$ cat config.mk
export PLATFORM = sky130hd
export DESIGN_NAME = gf128_reduce_seq_flat
export DESIGN_NICKNAME = d
export VERILOG_FILES = /design/src/rtl/gf_pkg.sv /design/src/rtl/gf128_reduce_seq_if.sv /design/src/rtl/gf128_fold_step.sv /design/src/rtl/gf128_reduce_seq.sv /design/src/flat_wrapper.sv
export SDC_FILE = /design/constraint.sdc
export NUM_CORES = 1
export LEC_CHECK = 0
export CAP_MARGIN = 20
export CELL_PAD_IN_SITES_DETAIL_PLACEMENT = 1
export CELL_PAD_IN_SITES_GLOBAL_PLACEMENT = 1
export CORE_UTILIZATION = 25
export DETAILED_ROUTE_END_ITERATION = 8
export PLACE_DENSITY_LB_ADDON = 0.1
export SYNTH_ARGS = -nofsm -noshare
export SYNTH_HDL_FRONTEND = slang
export SYNTH_SLANG_ARGS = --single-unit
$ cat constraint.sdc
create_clock -name clk -period 4.7 [get_ports clk]
set_clock_uncertainty 0.1 [all_clocks]
set_input_delay 0.94 -clock clk [delete_from_list [all_inputs] [get_ports clk]]
set_output_delay 0.94 -clock clk [all_outputs]
set_load 0.01 [all_outputs]
$ cat src/rtl/gf_pkg.sv
// rtl/gf_pkg.sv - shared constants, state encoding and helpers for the GF(2^128) reducer
package gf_pkg;

    localparam int           GF_M         = 128;
    localparam int           PROD_W       = 256;
    localparam logic [7:0]   POLY_LOW_DEF = 8'h87;

    typedef enum logic [1:0] {
        IDLE = 2'd0,
        FOLD = 2'd1,
        DONE = 2'd2
    } state_t;

    // Number of fold cycles needed to clear the upper half for a given window width.
    function automatic int fold_count(input int step);
        return GF_M / step;
    endfunction

endpackage

$ cat src/rtl/gf128_reduce_seq_if.sv
// rtl/gf128_reduce_seq_if.sv - product-in / remainder-out bus of the GF(2^128) reducer
interface gf128_reduce_seq_if;
    import gf_pkg::*;

    logic [PROD_W-1:0] C_In;
    logic              In_Valid;
    logic              Out_Busy;
    logic              Done;
    logic [GF_M-1:0]   R_Out;

    modport master (
        output C_In,
        output In_Valid,
        input  Out_Busy,
        input  Done,
        input  R_Out
    );

    modport slave (
        input  C_In,
        input  In_Valid,
        output Out_Busy,
        output Done,
        output R_Out
    );

endinterface

$ cat src/rtl/gf128_fold_step.sv
// rtl/gf128_fold_step.sv - one STEP-bit fold of the 256-bit work register
module gf128_fold_step
    import gf_pkg::*;
#(
    parameter int         STEP     = 8,
    parameter logic [7:0] POLY_LOW = POLY_LOW_DEF
) (
    input  logic [PROD_W-1:0] w_i,
    input  logic [7:0]        k_i,
    output logic [PROD_W-1:0] w_o
);

    localparam logic [PROD_W-1:0] POLY_EXT = {{(PROD_W-8){1'b0}}, POLY_LOW};

    logic [PROD_W-1:0] w_v;
    int                hi;
    int                lo;

    // Walk the current window from its top bit down; each set bit x^j is replaced by
    // x^(j-128) * POLY_LOW, which always lands below the window for STEP <= 121.
    always_comb begin
        w_v = w_i;
        hi  = (PROD_W - 1) - int'(k_i) * STEP;
        lo  = hi - STEP + 1;
        for (int j = PROD_W - 1; j >= GF_M; j--) begin
            if (j <= hi && j >= lo && w_v[j]) begin
                w_v[j] = 1'b0;
                w_v    = w_v ^ (POLY_EXT << (j - GF_M));
            end
        end
        w_o = w_v;
    end

endmodule

$ cat src/rtl/gf128_reduce_seq.sv
// rtl/gf128_reduce_seq.sv - sequential GF(2^128) reduction; GF128_RED_FASTPATH_EN skips folding for zero upper halves
module gf128_reduce_seq
    import gf_pkg::*;
#(
    parameter int         STEP     = 8,
    parameter logic [7:0] POLY_LOW = POLY_LOW_DEF
) (
    input  logic               clk,
    input  logic               rst,
    gf128_reduce_seq_if.slave  bus
);

    localparam int         N      = fold_count(STEP);
    localparam logic [7:0] K_LAST = 8'(N - 1);

    // Reject window widths that do not tile the upper half or exceed the supported range.
    generate
        if (STEP < 1 || STEP > 64 || (GF_M % STEP) != 0) begin : g_bad_step
            $error("gf128_reduce_seq: STEP must divide 128 and be in 1..64");
        end
    endgenerate

    state_t            state_q, state_d;
    logic [7:0]        k_q, k_d;
    logic [PROD_W-1:0] w_q, w_d;
    logic [GF_M-1:0]   r_q, r_d;
    logic [PROD_W-1:0] w_fold;

    gf128_fold_step #(
        .STEP     (STEP),
        .POLY_LOW (POLY_LOW)
    ) u_fold (
        .w_i (w_q),
        .k_i (k_q),
        .w_o (w_fold)
    );

    // State, counter, work register and result register; reset clears everything.
    always_ff @(posedge clk) begin
        if (rst) begin
            state_q <= IDLE;
            k_q     <= '0;
            w_q     <= '0;
            r_q     <= '0;
        end else begin
            state_q <= state_d;
            k_q     <= k_d;
            w_q     <= w_d;
            r_q     <= r_d;
        end
    end

    // Next-state logic: capture in IDLE, fold one window per cycle, publish on entry to DONE.
    always_comb begin
        state_d = state_q;
        k_d     = k_q;
        w_d     = w_q;
        r_d     = r_q;
        unique case (state_q)
            IDLE: begin
                if (bus.In_Valid) begin
                    w_d = bus.C_In;
                    k_d = '0;
`ifdef GF128_RED_FASTPATH_EN
                    if (bus.C_In[PROD_W-1:GF_M] == '0) begin
                        state_d = DONE;
                        r_d     = bus.C_In[GF_M-1:0];
                    end else begin
                        state_d = FOLD;
                    end
`else
                    state_d = FOLD;
`endif
                end
            end
            FOLD: begin
                w_d = w_fold;
                k_d = k_q + 8'd1;
                if (k_q == K_LAST) begin
                    state_d = DONE;
                    r_d     = w_fold[GF_M-1:0];
                end
            end
            DONE: begin
                state_d = IDLE;
            end
            default: begin
                state_d = IDLE;
            end
        endcase
    end

    assign bus.Out_Busy = (state_q != IDLE);
    assign bus.Done     = (state_q == DONE);
    assign bus.R_Out    = r_q;

endmodule

$ cat src/flat_wrapper.sv
// flat-port wrapper written by rule: the top's interface ports become plain ports
module gf128_reduce_seq_flat import gf_pkg::*;
#(
    parameter int         STEP     = 8,
    parameter logic [7:0] POLY_LOW = POLY_LOW_DEF
)
  (clk, rst, bus_C_In, bus_In_Valid, bus_Out_Busy, bus_Done, bus_R_Out);
  gf128_reduce_seq_if bus_i ();
  input  logic clk;
  input  logic rst;
  input wire logic [$bits(bus_i.C_In)-1:0] bus_C_In;
  input wire logic [$bits(bus_i.In_Valid)-1:0] bus_In_Valid;
  output wire logic [$bits(bus_i.Out_Busy)-1:0] bus_Out_Busy;
  output wire logic [$bits(bus_i.Done)-1:0] bus_Done;
  output wire logic [$bits(bus_i.R_Out)-1:0] bus_R_Out;
  assign bus_i.C_In = bus_C_In;
  assign bus_i.In_Valid = bus_In_Valid;
  assign bus_Out_Busy = bus_i.Out_Busy;
  assign bus_Done = bus_i.Done;
  assign bus_R_Out = bus_i.R_Out;
  gf128_reduce_seq #(.STEP(STEP), .POLY_LOW(POLY_LOW)) u_core (.clk(clk), .rst(rst), .bus(bus_i));
endmodule
* Yosys cells after proc, flatten, opt, wreduce, memory -nomap -nowiden
Index checks and enable logic that the tools add are counted.
** Operators by class
- $add $sub $neg :: 4
- Order comparisons :: 256
- Equal/unequal tests :: 5
- Mux-type cells :: 135
- Bitwise gates (word level) :: 128
- Reductions and logical operators :: 262
** Operators with widths (count)
- >= comparator 9 x 14 -> 1 bit, first input constant :: 128
- <= comparator 9 x 12 -> 1 bit, first input constant :: 128
- 2-to-1 mux 256 bit :: 2
- inverter 4 bit :: 128
- one-hot mux 256 bit (2 select lines) :: 1
- logical AND 1 bit :: 256
- 2-to-1 mux 255 bit :: 1
- 2-to-1 mux 254 bit :: 1
- 2-to-1 mux 253 bit :: 1
- 2-to-1 mux 252 bit :: 1
- 2-to-1 mux 251 bit :: 1
- 2-to-1 mux 250 bit :: 1
- 2-to-1 mux 249 bit :: 1
- 2-to-1 mux 248 bit :: 1
- 2-to-1 mux 247 bit :: 1
- 2-to-1 mux 246 bit :: 1
- 2-to-1 mux 245 bit :: 1
- 2-to-1 mux 244 bit :: 1
- 2-to-1 mux 243 bit :: 1
- 2-to-1 mux 242 bit :: 1
- 2-to-1 mux 241 bit :: 1
- 2-to-1 mux 240 bit :: 1
- 2-to-1 mux 239 bit :: 1
- 2-to-1 mux 238 bit :: 1
- other kinds (125) :: 129
** Word-level totals
- Flip-flop bits (word level) :: 394
- Output and inout bits :: 130
- Logic and storage cells :: 794

* Depth between registers and ports, before layout
Gate-level depths: netlist of the first run.
- Word-level depth :: 262
- Depth in mapped cells :: 18
- Mapped depth without buffers :: 13

* Cells and area by module
A second synthesis of the first run with hierarchy kept.
** Unflattened totals
- Cell total of the unflattened synthesis :: 3500
- Area, all modules :: 24962.7 µm²
** By module, submodules not included
- gf128_reduce_seq :: times used 1, cells each 2587, area each 18559.0 µm²
- gf128_fold_step :: times used 1, cells each 913, area each 6403.6 µm²

* Worst setup path after synthesis of the first run
No wires, ideal clock.
- Kind :: register -> register
- From :: register u_core.k_q[5]
- To :: register u_core.w_q[97]
- Arrival time :: 3749 ps
- Setup slack :: 717 ps
- Cell stages (with the launch flop) :: 17
- Buffers on the path :: 4
- Cell sequence :: dfxtp_1 > inv_1 > ha_1 > buf_2 > and2_1 > clkbuf_1 > nand2_1 > buf_2 > inv_1 > ha_1 > clkbuf_1 > or4b_2 > a221oi_1 > a21oi_1 > xnor2_1 > xnor2_1 > o22ai_1
** Between the ends
- Word-level cells in the longest chain between the ends :: 108
** Ends and longest elaborated chain
- start: declaration :: line gf128_reduce_seq.sv:24 : logic [7:0] k_q, k_d;
- start signal: assignment :: line gf128_reduce_seq.sv:47 : k_q <= k_d;
- subtractor 8 x 11 -> 12 bit (*) :: line gf128_fold_step.sv:23 : hi = (PROD_W - 1) - int'(k_i) * STEP;
- subtractor 12 x 5 -> 13 bit :: line gf128_fold_step.sv:24 : lo = hi - STEP + 1;
- adder 13 x 2 -> 14 bit :: line gf128_fold_step.sv:24
- >= comparator 9 x 14 -> 1 bit :: line gf128_fold_step.sv:26 : if (j <= hi && j >= lo && w_v[j]) begin
- logical AND 1 bit (2 in series) :: line gf128_fold_step.sv:26
- 2-to-1 mux 226 bit :: line gf128_fold_step.sv:26
- inverter 4 bit (no source line)
- 2-to-1 mux 225 bit :: line gf128_fold_step.sv:26
- [91 not listed]
- 2-to-1 mux 135 bit (*) :: line gf128_fold_step.sv:26
- 2-to-1 mux 134 bit (*) :: line gf128_fold_step.sv:26
- 2-to-1 mux 133 bit (*) :: line gf128_fold_step.sv:26
- 2-to-1 mux 132 bit (*) :: line gf128_fold_step.sv:26
- 2-to-1 mux 131 bit (*) :: line gf128_fold_step.sv:26
- 2-to-1 mux 130 bit (*) :: line gf128_fold_step.sv:26
- 2-to-1 mux 129 bit (*) :: line gf128_fold_step.sv:26
- one-hot mux 256 bit (2 select lines) (*) :: line gf128_reduce_seq.sv:59 : unique case (state_q)
- end signal: assignment :: line gf128_reduce_seq.sv:48 : w_q <= w_d;
- end: declaration :: line gf128_reduce_seq.sv:25 : logic [PROD_W-1:0] w_q, w_d;
Mark *: on every way between the ends. The rest lies on a longest branch, timed or not.
A chain may end at the register's enable or synchronous reset.

* Worst setup path after layout of the first run
- From :: register u_core.k_q[5]
- To :: register u_core.r_q[1], in the netlist u_core.bus.R_Out[1]
** Between the ends
- Word-level cells in the longest chain between the ends :: 137
** Ends and longest elaborated chain
- subtractor 8 x 11 -> 12 bit :: line gf128_fold_step.sv:23
- subtractor 12 x 5 -> 13 bit :: line gf128_fold_step.sv:24
- adder 13 x 2 -> 14 bit :: line gf128_fold_step.sv:24
- >= comparator 9 x 14 -> 1 bit :: line gf128_fold_step.sv:26
- logical AND 1 bit (2 in series) :: line gf128_fold_step.sv:26
- 2-to-1 mux 256 bit :: line gf128_fold_step.sv:26
- 2-to-1 mux 255 bit or inverter 4 bit (tied branches)
- 2-to-1 mux 254 bit or 2-to-1 mux 255 bit (tied branches) :: line gf128_fold_step.sv:26
- [120 not listed]
- 2-to-1 mux 134 bit or 2-to-1 mux 135 bit (tied branches) :: line gf128_fold_step.sv:26
- 2-to-1 mux 133 bit or 2-to-1 mux 134 bit (tied branches) :: line gf128_fold_step.sv:26
- 2-to-1 mux 132 bit or 2-to-1 mux 133 bit (tied branches) :: line gf128_fold_step.sv:26
- 2-to-1 mux 131 bit or 2-to-1 mux 132 bit (tied branches) :: line gf128_fold_step.sv:26
- logical AND 1 bit or 2-to-1 mux 131 bit (tied branches) :: line gf128_fold_step.sv:26
- 2-to-1 mux 130 bit :: line gf128_fold_step.sv:26
- inverter 4 bit (no source line) or logical AND 1 bit (tied branches)
- 2-to-1 mux 129 bit :: line gf128_fold_step.sv:26
- end signal: assignment :: line gf128_reduce_seq.sv:49 : r_q <= r_d;
- end: declaration :: line gf128_reduce_seq.sv:26 : logic [GF_M-1:0] r_q, r_d;
Parallel ways exist; a longest one is shown, timed or not.

==> results, run 1 <==
- Measured against its own limit, the worst slew margin works out to 0.341.
- For the pin with the worst max-slew slack, the measured transition is around 0.98 ns.
- The number of unique standard cell types used by synthesis is 88.
- The warning count from the yosys run is 0.
- The clock tree from TritonCTS is built.
- The count of buffers added on input and output ports is slightly below 400.
- Derived from the worst setup path, the maximum achievable clock frequency is between 200 and 250 MHz.
- The tree built by TritonCTS fans out to between 300 and 400 sinks.
- Averaged over all synthesized cells, the footprint is a little over 8 um2.
- The path class of the tightest hold or removal check is reg -> reg.
- The number of buffers created by CTS is 50.
- The share of synthesized area in the top cell type comes to 0.371.
- The via density per instance is between 5 and 6.
- The top flip-flop cell by instance count after synthesis is sky130_fd_sc_hd__dfxtp_1.
- Yosys attributes the largest share of cell area to sky130_fd_sc_hd__dfxtp_1 37%, sky130_fd_sc_hd__xnor2_1 9.2%, sky130_fd_sc_hd__nand2_1 6.1%, sky130_fd_sc_hd__a21oi_1 6.0%, sky130_fd_sc_hd__xor2_1 5.3%.
- The initial utilization of the core area, before any placement, comes to 0.253.
- In this run the critical register-to-register path is launched from u_core.k_q[5].
- The startpoint-to-endpoint class of the critical path is reg -> reg.
- After global routing the overflow that remains totals 0.
- The detailed router finished its first iteration with between 900 and 1000 violations.
- Dividing the final minimum period by the clock period gives 0.867.
- The critical path starts at u_core.k_q[5].
- The worst hold path passes through 2 cells.
- The number of iterations in the first detailed-routing pass is 5.
- The number of enable-type register cells in the synthesized netlist is 0.
- The number of hold violations in the final report came to 0.
- Once detailed placement completed, the half-perimeter wirelength came to around 74000 um.
- The final count of pins violating max slew was 0.
- For this block, the routed nets add up to 104000 um of wire.
- By instance count, the leading cell after synthesis is sky130_fd_sc_hd__dfxtp_1.
- The first global-routing pass estimated ~150000 um of wire.
- Entering global routing, the biggest net connects about 110 pins.
- Counting instances in the post-synthesis netlist gives the leading cell types as 394 x sky130_fd_sc_hd__dfxtp_1, 345 x sky130_fd_sc_hd__nand2_1, 254 x sky130_fd_sc_hd__a21oi_1, 223 x sky130_fd_sc_hd__xnor2_1, 151 x sky130_fd_sc_hd__clkbuf_1.
- The layout filler cell count is slightly below 10000.
- Synthesis inferred 394 register bits.
- Data on the critical path is required at its endpoint by between 5 and 6 ns.
- The overall fraction of global-route tracks in use is 0.236.
- The final layout net count is around 3200.
- Data arrives at the worst endpoint at between 4 and 5 ns.
- For the final routed database, the setup TNS stands at 0 ns.
- Post-CTS timing repair inserted 0 buffers for setup.
- The placer's final routability congestion estimate is ~0.86.
- The number of global-route vias before repair was between 20000 and 25000.
- The worst-case IR drop observed on VDD is between 0.0002 and 0.00025 V.
- No sink is reached through more buffers than the 3 on the longest clock path.
- From synthesis to final layout, the design area changed by 33.1%.
- The number of antenna violations at the first check in global routing came to 5.
- Across the run, the number of max-cap violations was 0.
- In this run the core area contains between 100 and 150 standard-cell rows.
- Power spread over the standard cell area amounts to ~330 mW/mm2.
- The die covers around 0.086 mm2.
- The sequential-to-total area share from yosys stat is 0.371.
- The total core area is about 0.084 mm2.
- Clock tree synthesis selected as its root buffer the cell sky130_fd_sc_hd__clkbuf_16.
- Setup violations remaining at the end of the flow were counted as 0.
- Summing every instance area after synthesis gives between 0.02 and 0.025 mm2.
- After synthesis, the share of flip-flops with an asynchronous set or reset is 0.
- The detail route stage leaves a number of antenna-violating nets equal to 0.
- Summed over all cells, the static leakage comes to 0.0100 uW.
- The time the worst path needs with I/O delays and setup is roughly 4 ns.
- The die height is a little under 300 um.
- In the final layout, the share of cells above drive strength 1 is 0.0848.
- The cell count after synthesis is approximately 2600.
- For flop-to-flop paths, the worst setup slack is just over 0.6 ns.
- In the routed design, unresolved DRC markers number 0.
- Setup repair after global routing left no endpoint under its margin.
- The source-to-sink clock delay at the later pin of the worst-skew pair is a little over 0.6 ns.
- Summed over all instances, the cell type with the most area after synthesis is sky130_fd_sc_hd__dfxtp_1.
- The flow ran to the end, and the final reports show no timing, DRC or antenna violations.
- The routed wirelength normalized by instance count is 25.6 um.
- slightly below 400 I/O pins were placed.
- The number of hold buffers added after CTS is 0.
- The H-tree depth reported by CTS is 2.
- STA classifies the critical path startpoint as a flip-flop.
- The number of cells on the worst reg-to-reg path is 13.
- The number of nets in the synthesized netlist is between 2000 and 3000.
- The post-cts repair resize count is 0.
- The worst setup path is captured at a flip-flop.
- The die boundary width is slightly below 300 um.
- The clock transition at the registers of the reported paths is 0.06 ns.
- After layout, the design draws a total of between 9000 and 10000 uW.
- The biggest fanout along the worst timing path is 14.
- The hold path startpoint is u_core.bus.R_Out[76].
- The via count of the routed design is approximately 21000.
==> cells by family after synthesis <==
kind of cell / synth area share
flops: 0.371
simple gates: 0.177
xor+xnor: 0.157
fa+ha+maj: 0.00471
compound gates: 0.237
buf+inv: 0.0464
mux: 0.00600
==> path summary, 6_finish.rpt <==
path | end
worst min register to register | u_core.bus.R_Out[76]
worst max-delay path | u_core.bus.R_Out[1]
worst min-delay path | u_core.bus.R_Out[76]
worst max register to register | u_core.bus.R_Out[1]
==> through the flow <==
step                      hold slack, ns  instances  area (um2)   util  setup WS (ns)
after global routing               0.382       4058       28300  0.337          0.428
after CTS                          0.364       4057       28300  0.337          0.673
final                              0.361       4058       28300  0.337          0.624
after detailed placement           0.355       3965       26600  0.316          0.457
after floorplan                    0.344       2572       21300      -          0.717
after global placement             0.342       3965       26600  0.316          0.496
==> cell usage in the layout, fill, tap and decap left out, types with 10 or more instances in the layout <==
| master | n |
|---|---|
| sky130_fd_sc_hd__o221a_2 | 20 |
| sky130_fd_sc_hd__o21ai_0 | 130 |
| sky130_fd_sc_hd__a22o_1 | 51 |
| sky130_fd_sc_hd__nor3_1 | 29 |
| sky130_fd_sc_hd__nand2_1 | 342 |
| sky130_fd_sc_hd__dfxtp_1 | 394 |
| sky130_fd_sc_hd__xor2_1 | 128 |
| sky130_fd_sc_hd__nand4_1 | 23 |
| sky130_fd_sc_hd__clkbuf_16 | 53 |
| sky130_fd_sc_hd__o211ai_1 | 33 |
| sky130_fd_sc_hd__xnor2_1 | 223 |
| sky130_fd_sc_hd__a221oi_1 | 13 |
| sky130_fd_sc_hd__nor2_1 | 144 |
| sky130_fd_sc_hd__a21oi_1 | 254 |
| sky130_fd_sc_hd__buf_12 | 10 |
| sky130_fd_sc_hd__a22oi_1 | 103 |
| sky130_fd_sc_hd__nand2b_1 | 12 |
| sky130_fd_sc_hd__nor4_1 | 13 |
| sky130_fd_sc_hd__clkdlybuf4s50_1 | 387 |
| sky130_fd_sc_hd__o31ai_1 | 13 |
| sky130_fd_sc_hd__or3_1 | 15 |
| sky130_fd_sc_hd__clkinv_2 | 12 |
| sky130_fd_sc_hd__a211oi_1 | 21 |
| sky130_fd_sc_hd__a31oi_1 | 21 |
| sky130_fd_sc_hd__nand3_1 | 101 |
| sky130_fd_sc_hd__and4_1 | 18 |
| sky130_fd_sc_hd__buf_4 | 80 |
| sky130_fd_sc_hd__and2_1 | 15 |
| sky130_fd_sc_hd__clkbuf_8 | 16 |
| sky130_fd_sc_hd__inv_1 | 20 |
| sky130_fd_sc_hd__a32oi_1 | 11 |
| sky130_fd_sc_hd__o22ai_1 | 12 |
==> layer usage <==
layer	up-vias	routed length [um]	share of wire	GRT usage
li1	9812	-	-	-
met1	10600	46400	0.45	0.301
met2	492	50200	0.48	0.407
met3	134	4460	0.043	0.0353
met4	6	2910	0.028	0.0683
met5	-	36	0.00035	0
==> layout make-up <==
type | instances | area [um2] | area share
Multi-Input combinational cell | 1937 | 12500 | 0.441
Sequential cell | 394 | 7890 | 0.279
Timing Repair Buffer | 478 | 4690 | 0.166
Clock buffer | 77 | 1570 | 0.0553
Tap cell | 1134 | 1420 | 0.0501
Clock inverter | 15 | 178 | 0.00628
Inverter | 22 | 85.1 | 0.00301
Antenna cell | 1 | 2.50 | 0.0000884
==> sequential cells by signal, indices dropped and copies added (netlist names) <==
name              count
u_core.w_q          256
u_core.bus.R_Out    128
u_core.k_q            8
u_core.state_q        2
==> power breakdown <==
part / switching [uW] / internal [uW] / total [uW]
logic: 744 / 633 / 1380
registers: 184 / 3500 / 3680
clock network: 1640 / 2500 / 4140
total: 2570 / 6630 / 9200
==> worst max-delay path, stage by stage (launching register included) <==
cell and delay [ns]:
sky130_fd_sc_hd__dfxtp_1 0.40, sky130_fd_sc_hd__inv_1 0.17, sky130_fd_sc_hd__ha_1 0.52, sky130_fd_sc_hd__and2_1 0.23
sky130_fd_sc_hd__nand2_1 0.07, sky130_fd_sc_hd__inv_1 0.08, sky130_fd_sc_hd__ha_1 0.33, sky130_fd_sc_hd__nand4b_1 0.33
sky130_fd_sc_hd__or3_4 0.44, sky130_fd_sc_hd__a211o_1 0.33, sky130_fd_sc_hd__mux2i_4 0.24, sky130_fd_sc_hd__mux2i_2 0.21
sky130_fd_sc_hd__and4_1 0.25, sky130_fd_sc_hd__a311o_1 0.26
Note: power is estimated with default switching activity, not from simulation.
==> run 2, diff against run 1 <==
==> constraint.sdc (replaced) <==
create_clock -name clk -period 4.7 [get_ports clk]
set_clock_uncertainty 0.1 [all_clocks]
set_input_delay 0.705 -clock clk [delete_from_list [all_inputs] [get_ports clk]]
set_output_delay 0.705 -clock clk [all_outputs]
set_load 0.01 [all_outputs]
==> results, run 2 (synthesis gave the netlist of run 1 again) <==
- Grouping stages by cell kind, the critical path spends the most delay in simple AND/OR/NAND/NOR gates.
- The internal portion of total power was 6330 uW (-4.5%).
- The placer's final routability congestion estimate is 0.871 (+0.93%).
- The area growth from synthesis to layout is 31.9%.
- The source-to-sink clock delay at the later pin of the worst-skew pair is 0.62 ns (about the same).
- The worst-case headroom to the max-slew limit was 0.293 (-0.0478).
- The cell leakage power is 0.00988 uW (-1.4%).
- The largest buffer count on any clock path was 3 (unchanged).
- The clock network power share was 0.432 (-0.018).
- The power share of the combinational group was 0.154 (+0.004).
- The post-layout total power was 8890 uW (-3.3%).
- The total global routing overflow is 0 (unchanged).
- The final setup violation count is 0 (unchanged).
- The post-CTS setup-driven buffer insertion count is 0 (unchanged).
- The max-capacitance violation count was 0 (unchanged).
- The critical path goes through inv_1 -> ha_1 -> and2_1 -> nand2_1 -> inv_1 -> ha_1 -> nand4b_1 -> or3_4 -> a211o_1 -> mux2i_4 -> mux2i_2 -> and4_1 -> a311o_1.
- The part of the cycle the worst path needs is 0.911 (+0.0437).
- The clock transition at the registers of the reported paths is 0.06 ns (about the same).
- The time the worst path needs with I/O delays and setup is 4.28 ns (+0.206 ns).
- The post-route setup TNS came to 0 ns (unchanged).
- The antenna diode instance count is 0 (-1).
- The worst setup path is captured at a flip-flop.
- The transition time at the pin with the least slew margin is 1.06 ns (+0.0771 ns).
- The site row count is 106 (unchanged).
- The path class of the tightest hold or removal check is reg -> reg.
- The final core utilization was 0.334 (-0.00304).
- The number of buffers created by CTS was 51 (+2.0%).
- The total core area was 0.0840 mm2 (unchanged).
- The startpoint class of the critical path is a flip-flop.
- The first-pass GRT wire length is 153000 um (+0.81%).
- The via count of the routed design is 21000 (-0.37%).
- The critical path is of the reg -> reg type.
- The final count of pins violating max slew was 0 (unchanged).
- The top-level I/O count came to 389 (unchanged).
- The routed wirelength normalized by instance count is 25.7 um (+0.47%).
- The setup slack of the most critical reg-to-reg path was 0.42 ns (-0.21 ns).
- The net load switching power is 2560 uW (-0.27%).
- The run finished with clean final reports.
- In the layout the commonest cells are 394 x sky130_fd_sc_hd__dfxtp_1, 387 x sky130_fd_sc_hd__clkdlybuf4s50_1, 342 x sky130_fd_sc_hd__nand2_1, 254 x sky130_fd_sc_hd__a21oi_1, 223 x sky130_fd_sc_hd__xnor2_1.
- The critical path required time is 5.10 ns (about the same).
- The power density over the cells came to 317 mW/mm2 (-2.5%).
- The total half-perimeter wirelength after legalization and detailed placement came to 72700 um (-1.6%).
- The final layout net count is 3142 (-0.25%).
- The die height is 294 um (unchanged).
- The die boundary width was 294 um (unchanged).
- The number of global-route vias before repair is 22300 (-0.51%).
- The number of buffer and inverter stages on the critical path was 2 (unchanged).
- The via density per instance is 5.18 (about the same).
- The count of input and output buffers is 388 (unchanged).
- The sequential group share of total power is 0.414 (+0.014).
- Setup repair after global routing left no endpoint under its margin.
- The effective utilization at floorplan is 0.253 (unchanged).
- The biggest fanout along the worst timing path came to 14 (unchanged).
- The number of hold violations in the final report was 0 (unchanged).
- The die footprint is 0.0862 mm2 (unchanged).
- Among all stages on the critical path, the largest delay is contributed by sky130_fd_sc_hd__ha_1.
- The number of antenna violations at the first check in global routing is 1 (-4).
- The maximum single-stage delay on the critical path is 0.51 ns (about the same).
- The sum of routed wire length over all layers came to 104000 um (+0.17%).
- The violation count after the first detailed-route iteration came to 1234 (+27%).
- The number of nets with antenna violations after detailed routing is 0 (unchanged).
- The peak ir drop on the vdd network is 0.000239 V (+19%).
- The maximum number of pins on one net before global-route repair was 119 (+13%).
- The share of cells above drive strength 1 is 0.0780 (-0.00689).
- The layout filler cell count came to 9738 (-0.46%).
- The data arrival time of the worst path was 4.69 ns (+0.22 ns).
- The number of hold buffers added after CTS is 0 (unchanged).
- The library cell used most frequently in the layout, excluding fill and tap cells, is sky130_fd_sc_hd__dfxtp_1.
- The flip-flop count of the largest register after layout is 256 (unchanged).
- The number of iterations in the first detailed-routing pass was 5 (unchanged).
- The top achievable clock speed is 234 MHz (-4.8%).
- The H-tree depth reported by CTS is 2 (unchanged).
- The register containing the most flip-flops in the final layout is u_core.w_q.
- The number of clock sinks seen by CTS is 394 (unchanged).
- The clock root buffer is sky130_fd_sc_hd__clkbuf_16.
- The net switching share of the total power was 0.288 (+0.00886).
- The post-cts repair resize count is 0 (unchanged).
- The overall fraction of global-route tracks in use came to 0.236 (+0.000423).
- The residual DRC count is 0 (unchanged).
- TritonCTS built the clock tree.
[run 2: changes by cell type in the layout (fill, tap and decap cells not counted), moves of 2 or more]
cell and change:
sky130_fd_sc_hd__bufinv_16 -3, sky130_fd_sc_hd__clkinv_2 -4, sky130_fd_sc_hd__buf_4 -8, sky130_fd_sc_hd__clkbuf_1 +9, sky130_fd_sc_hd__inv_6 +3, sky130_fd_sc_hd__clkbuf_8 -5
sky130_fd_sc_hd__clkbuf_16 -2
[run 2: cell type report]
cell class	instances	area [um2]	share of cell area
Multi-Input combinational cell	1937	12500	0.445
Sequential cell	394	7890	0.281
Timing Repair Buffer	469	4610	0.164
Clock buffer	79	1480	0.0528
Tap cell	1134	1420	0.0506
Clock inverter	11	95.1	0.00339
Inverter	22	85.1	0.00303
[run 2: final timing paths]
check | end | depth (start not counted) | from
setup / recovery | u_core.bus.R_Out[1] | 13 | u_core.k_q[5]
hold / removal | u_core.bus.R_Out[116] | 2 | u_core.bus.R_Out[116]
setup reg to reg | u_core.bus.R_Out[1] | 13 | u_core.k_q[5]
hold reg to reg | u_core.bus.R_Out[116] | 2 | u_core.bus.R_Out[116]
[run 2: worst register-to-register path, cell delays in order, from the launching register on]
cell and delay, ns:
sky130_fd_sc_hd__dfxtp_1 0.40, sky130_fd_sc_hd__inv_1 0.16, sky130_fd_sc_hd__ha_1 0.51, sky130_fd_sc_hd__and2_1 0.23
sky130_fd_sc_hd__nand2_1 0.08, sky130_fd_sc_hd__inv_1 0.09, sky130_fd_sc_hd__ha_1 0.45, sky130_fd_sc_hd__nand4b_1 0.37
sky130_fd_sc_hd__or3_4 0.45, sky130_fd_sc_hd__a211o_1 0.34, sky130_fd_sc_hd__mux2i_4 0.26, sky130_fd_sc_hd__mux2i_2 0.21
sky130_fd_sc_hd__and4_1 0.27, sky130_fd_sc_hd__a311o_1 0.26
[run 2: per-layer routing]
metal / vias up / share of wire / global-route usage
li1: 9792 / - / -
met1: 10600 / 0.46 / 0.311
met2: 485 / 0.49 / 0.408
met3: 108 / 0.040 / 0.0319
met4: 2 / 0.017 / 0.0476
met5: - / 0.00016 / 0
[run 2: power groups by stage]
| stage | combinational [uW] | sequential [uW] | clock (uW) |
|---|---|---|---|
| after floorplan | 820 | 3670 | 0 |
| after global routing | 1480 | 3700 | 4100 |
| final | 1370 | 3680 | 3840 |
| after CTS | 1390 | 3680 | 3970 |
| after global placement | 1360 | 3740 | 0 |
| after detailed placement | 1380 | 3750 | 0 |
[run 2: through the flow]
step	hold slack, ns	cell area [um2]	std cells	worst slack, ns
final	0.357	28000	4046	0.418
after global routing	0.378	28000	4046	0.175
after CTS	0.360	28000	4046	0.422
after detailed placement	0.352	26500	3956	0.469
after global placement	0.340	26500	3956	0.694
after floorplan	0.344	21300	2572	0.717
